### src/rtl/sin_pwm_dac.sv
// sin_pwm_dac: PWM output stage of the sine generator; each accepted sample sets the duty of one full PWM period.
// Define PWM_COMPL_EN to add the complementary pwm_n output with dead-time insertion.
module sin_pwm_dac #(
    parameter int DATA_W   = 8,
    parameter int PRESCALE = 1,
    parameter int DEAD     = 2
) (
    input  logic              clk,
    input  logic              res,
    input  logic              en,
    input  logic [DATA_W-1:0] sample_in,
    input  logic              sample_valid,
    output logic              sample_ack,
    output logic              pwm_out,
    output logic              pwm_n,
    output logic [7:0]        underrun_cnt
);

    localparam int                PS_W     = (PRESCALE > 1) ? $clog2(PRESCALE) : 1;
    localparam logic [PS_W-1:0]   PS_LAST  = PS_W'(PRESCALE - 1);
    localparam logic [DATA_W-1:0] CNT_LAST = '1;

    if (PRESCALE < 1 || DEAD > 32) begin : g_param_check
        $error("sin_pwm_dac: PRESCALE must be >= 1 and DEAD must be <= 32");
    end

    typedef enum logic {
        IDLE,
        RUN
    } state_t;

    state_t            state, state_d;
    logic [PS_W-1:0]   presc, presc_d;
    logic [DATA_W-1:0] pwm_cnt, pwm_cnt_d;
    logic [DATA_W-1:0] duty_q, duty_d;
    logic [7:0]        underrun_d;
    logic              ack_d;
    logic              pwm_d;
    logic              tick;
    logic              boundary;

    assign tick     = (presc == PS_LAST);
    assign boundary = tick && (pwm_cnt == CNT_LAST);

    // Duty is only ever reloaded on the last tick of a period, so a period never changes shape mid-way.
    always_comb begin
        state_d    = state;
        presc_d    = presc;
        pwm_cnt_d  = pwm_cnt;
        duty_d     = duty_q;
        underrun_d = underrun_cnt;
        ack_d      = 1'b0;
        pwm_d      = 1'b0;
        case (state)
            IDLE: begin
                presc_d   = '0;
                pwm_cnt_d = '0;
                if (en && sample_valid) begin
                    duty_d  = sample_in;
                    ack_d   = 1'b1;
                    state_d = RUN;
                end
            end
            RUN: begin
                if (!en) begin
                    state_d   = IDLE;
                    presc_d   = '0;
                    pwm_cnt_d = '0;
                end else begin
                    pwm_d   = (pwm_cnt < duty_q);
                    presc_d = tick ? '0 : presc + 1'b1;
                    if (tick) begin
                        pwm_cnt_d = pwm_cnt + 1'b1;
                    end
                    if (boundary) begin
                        if (sample_valid) begin
                            duty_d = sample_in;
                            ack_d  = 1'b1;
                        end else if (underrun_cnt != 8'hFF) begin
                            underrun_d = underrun_cnt + 8'd1;
                        end
                    end
                end
            end
            default: state_d = IDLE;
        endcase
    end

    always_ff @(posedge clk or negedge res) begin
        if (!res) begin
            state        <= IDLE;
            presc        <= '0;
            pwm_cnt      <= '0;
            duty_q       <= '0;
            underrun_cnt <= '0;
            sample_ack   <= 1'b0;
            pwm_out      <= 1'b0;
        end else begin
            state        <= state_d;
            presc        <= presc_d;
            pwm_cnt      <= pwm_cnt_d;
            duty_q       <= duty_d;
            underrun_cnt <= underrun_d;
            sample_ack   <= ack_d;
            pwm_out      <= pwm_d;
        end
    end

`ifdef PWM_COMPL_EN
    localparam int               POS_W     = DATA_W + PS_W + 1;
    localparam logic [POS_W-1:0] PRE_START = POS_W'((2 ** DATA_W) * PRESCALE - DEAD);
    localparam logic [4:0]       DEAD_LD   = (DEAD > 0) ? 5'(DEAD - 1) : 5'd0;

    logic [POS_W-1:0] pos;
    logic [4:0]       dead_cnt;
    logic             pre_rise;

    // pwm_out can only rise at a period start, so the pre-rise gap is taken from the clock position in the period.
    assign pos      = POS_W'(pwm_cnt) * POS_W'(PRESCALE) + POS_W'(presc);
    assign pre_rise = (duty_q != '0) && (pos >= PRE_START);

    always_ff @(posedge clk or negedge res) begin
        if (!res) begin
            dead_cnt <= '0;
            pwm_n    <= 1'b0;
        end else if (state != RUN || state_d != RUN) begin
            dead_cnt <= DEAD_LD;
            pwm_n    <= 1'b0;
        end else if (pwm_d != pwm_out) begin
            dead_cnt <= DEAD_LD;
            pwm_n    <= (DEAD == 0) && !pwm_d;
        end else if (pwm_d || pre_rise) begin
            pwm_n    <= 1'b0;
        end else if (dead_cnt != '0) begin
            dead_cnt <= dead_cnt - 1'b1;
            pwm_n    <= 1'b0;
        end else begin
            pwm_n    <= 1'b1;
        end
    end
`else
    assign pwm_n = 1'b0;
`endif

endmodule

### config.mk
export PLATFORM = sky130hd
export DESIGN_NAME = sin_pwm_dac
export DESIGN_NICKNAME = d
export VERILOG_FILES = /design/src/rtl/sin_pwm_dac.sv
export SDC_FILE = /design/constraint.sdc
export NUM_CORES = 1
export LEC_CHECK = 0
export ABC_CLOCK_PERIOD_IN_PS = 1800
export CORE_ASPECT_RATIO = 0.8
export CORE_MARGIN = 2
export CORE_UTILIZATION = 40
export DETAILED_ROUTE_END_ITERATION = 8
export MAX_ROUTING_LAYER = met4
export SYNTH_ARGS = -nofsm -noshare
export SYNTH_HDL_FRONTEND = slang
export SYNTH_SLANG_ARGS = --single-unit
### constraint.sdc
create_clock -name clk -period 1.8 [get_ports clk]
set_input_delay 0.36 -clock clk [delete_from_list [all_inputs] [get_ports clk]]
set_output_delay 0.36 -clock clk [all_outputs]
set_load 0.05 [all_outputs]
==> impl_metrics.tcl <==
set metrics [dict create \
    ys_types 29 \
    ctsHtreeMaxLevel 1 \
    grt_max_degree 28 \
    grt_antenna_before_repair 0 \
    initial_core_util 0.4261 \
    fin_skew_ns 0.002583 \
    tns_ns 0 \
    gp_congestion 0.7575 \
    worstSetupEndpointType "register" \
    syn_area_per_cell_um2 11.60 \
    vias 943 \
    critPathBufInv 1 \
    num_antenna_cells 0 \
    final_util 0.5348 \
    grt_pass1_wl_um 4374 \
    syn_nets 136 \
    ios 23 \
    switching_share 0.2356 \
    syn_inst 115 \
    crit_path_frequent_cell "nand3_2" \
    crit_path_start_kind "register" \
    rsz0062_at_grt "false" \
    ant_nets 0 \
    hold_violations 0 \
    fmax_ghz 0.6118 \
    fp-row-count 18 \
    clockBufferDepth 2 \
    grt_pass1_vias 989 \
    drive_above_1_share 0.2568 \
    fin_crit_sh 0.9081 \
    area_growth_pct 25.52 \
    routedWlPerCell_um 13.55 \
    die_h_um 55.65 \
    hp-class "in2async" \
    drv_slew 0 \
    power_density_nw_per_um2 693.4 \
    yosysWarnings 0 \
    cts.clk_slew.worst_paths_ns 0.09 \
    status "finished clean" \
    die_area_um2 3815 \
    cp_slowest_cell "dfrtp_1" \
    p_switching_w 0.0002735 \
    cts_tree "built" \
    root_buffer "clkbuf_8" \
    crit_chain "ha_1 > nand3_2 > o21ai_0 > nand3_2 > buf_4 > mux2_2" \
    p_clk_frac 0.287 \
    track_usage 0.1579 \
    synth-seq-cells 27 \
    wl_um 2547 \
    synth_area_um2 1334 \
    critPathArrivalTime_ns 1.79 \
    setup_violations 0 \
    post-dp-hpwl_um 1911 \
    avgViaCountPerCell 5.016 \
    required_ns 1.96 \
    p_int_w 0.0008874 \
    core_um2 3131 \
    critPathKind "reg2reg" \
    finalCriticalPeriod_ns 1.635 \
    cp_max_fo 9 \
    overflow 0 \
    drc 0 \
    cap_violations 0 \
    ys_seq_area_frac 0.5066 \
    cts_resized 0 \
    p_leak_nw 0.8243 \
    slowest_delay_ns 0.38 \
    cts_made_buffers 3 \
    fin_nets 170 \
    drtPass1Iterations 4 \
    worstSkewPairLatency_ns 0.27 \
    crit_family "flip-flops" \
    p_comb_frac 0.139 \
    p_seq_frac 0.574 \
    drtIter0Drc 8 \
    portBuffers 21 \
    die_w_um 68.56 \
    irDropWorstVdd_v 0.0004031 \
    clock_sinks 27 \
]
[what timing repair did]
| action | in CTS | in global routing |
|---|---|---|
| buffers inserted | 0 | 1 |
| endpoints found under the setup margin | 0 | 8 |
| hold buffers | 0 | 0 |
[state kept, by name, indices dropped and copies added (netlist names)]
| name | cells |
|---|---|
| duty_q | 8 |
| underrun_cnt | 8 |
| state | 1 |
| pwm_out | 1 |
| sample_ack | 1 |
| pwm_cnt | 8 |
[synth_stat cells]
cell type / number / area (um2)
nor4_4: 1 / 21.27
conb_1: 1 / 3.750
a2111o_1: 1 / 11.26
and3_1: 7 / 43.79
mux2_4: 1 / 15.01
and4_1: 1 / 8.760
nor2b_1: 2 / 12.51
nand2b_1: 1 / 6.260
buf_4: 1 / 7.510
nand4_1: 3 / 18.77
nand3_1: 5 / 25.02
o21ba_2: 1 / 10.01
mux2_2: 8 / 90.09
or3_1: 1 / 6.260
dfrtp_1: 27 / 675.7
a21oi_1: 6 / 30.03
nand2_2: 1 / 6.260
inv_1: 8 / 30.03
xnor2_1: 8 / 70.07
nand3_2: 2 / 20.02
o21ai_0: 3 / 15.01
ha_1: 9 / 112.6
o21a_1: 1 / 7.510
nor2_1: 7 / 26.28
a31oi_1: 2 / 12.51
nand2_4: 1 / 11.26
and3_2: 1 / 7.510
nand2_1: 3 / 11.26
xor2_1: 2 / 17.52
[power by group through the flow]
stage                     Sequential [W]  Combinational [W]  Clock, W
after floorplan                 0.000681          0.0000872         0
after global placement          0.000677           0.000157         0
after detailed placement        0.000678           0.000164         0
after CTS                       0.000666           0.000165  0.000357
after global routing            0.000672           0.000183  0.000382
final                           0.000666           0.000161  0.000333
[through the flow]
| step | std cells | hold WS (ns) | total power (W) | cell area [um2] | setup slack (ns) |
|---|---|---|---|---|---|
| after floorplan | 115 | 0.06441 | 0.0007684 | 1334 | 0.06278 |
| after global placement | 183 | 0.4792 | 0.0008335 | 1622 | -0.08269 |
| after detailed placement | 183 | 0.4647 | 0.0008419 | 1622 | -0.06911 |
| after CTS | 187 | 0.4599 | 0.001188 | 1667 | 0.07024 |
| after global routing | 188 | 0.4704 | 0.001238 | 1674 | 0.04827 |
| final | 188 | 0.4552 | 0.001161 | 1674 | 0.1654 |
[final timing paths]
kind | slack (ns) | cells after the start | from | to
worst max-delay path | 0.17 | 6 | pwm_cnt[0]$_DFF_PN0_ | duty_q[6]$_DFFE_PN0P_
worst min-delay path | 0.46 | 2 | res | state$_DFF_PN0_
worst max register to register | 0.17 | 6 | pwm_cnt[0]$_DFF_PN0_ | duty_q[6]$_DFFE_PN0P_
worst min register to register | 0.48 | 1 | pwm_cnt[0]$_DFF_PN0_ | pwm_cnt[0]$_DFF_PN0_
max in group asynchronous | 1.09 | 2 | res | underrun_cnt[6]$_DFFE_PN0P_
min in group clk | 0.48 | 1 | pwm_cnt[0]$_DFF_PN0_ | pwm_cnt[0]$_DFF_PN0_
[metal layers]
layer / vias to the layer above / share of wire / global-route usage
met4: 0 / 0.011 / 0.04286
met3: 4 / 0.044 / 0.05061
met2: 17 / 0.45 / 0.2390
met1: 457 / 0.49 / 0.2032
li1: 465 / - / -
met5: - / 0 / -
[cells in the final DEF (no fill, tap or decap)]
master / count
a2111o_1: 1
a21oi_1: 6
a31oi_1: 2
and3_1: 7
and3_2: 1
and4_1: 1
buf_4: 19
clkbuf_1: 1
clkbuf_8: 3
clkdlybuf4s50_1: 11
conb_1: 1
dfrtp_1: 27
ha_1: 9
inv_1: 8
mux2_2: 8
mux2_4: 1
nand2_1: 3
nand2_2: 1
nand2_4: 1
nand2b_1: 1
nand3_1: 5
nand3_2: 2
nand4_1: 3
nor2_1: 7
nor2b_1: 2
nor4_4: 1
o21a_1: 1
o21ai_0: 3
o21ba_2: 1
or3_1: 1
xnor2_1: 8
xor2_1: 2
[kinds of logic (layout without fill, tap and decap cells)]
logic type	Yosys count	count (layout)	synth area share
flip-flops	27	27	0.5066
buffers and inverters	9	42	0.02815
other	1	1	0.002812
AO/OA/AOI/OAI	14	14	0.06473
adder cells (fa/ha/maj)	9	9	0.08443
XOR/XNOR	10	10	0.06567
multiplexers	9	9	0.07880
AND/OR/NAND/NOR	36	36	0.1689
[worst register-to-register path, stage by stage, from the launching register on]
cell and delay (ns):
dfrtp_1 0.38, ha_1 0.21, nand3_2 0.13, o21ai_0 0.25, nand3_2 0.08, buf_4 0.19
mux2_2 0.28
[cell type report]
class / count / area (um2)
timing repair buffer: 30 / 252.7
sequential: 27 / 675.6
inverter: 8 / 30.03
tap: 40 / 50.05
clock buffer: 4 / 45.04
fill: 279 / 1456
multi-input combinational: 79 / 620.6
Note: power is estimated with default switching activity, not from simulation.
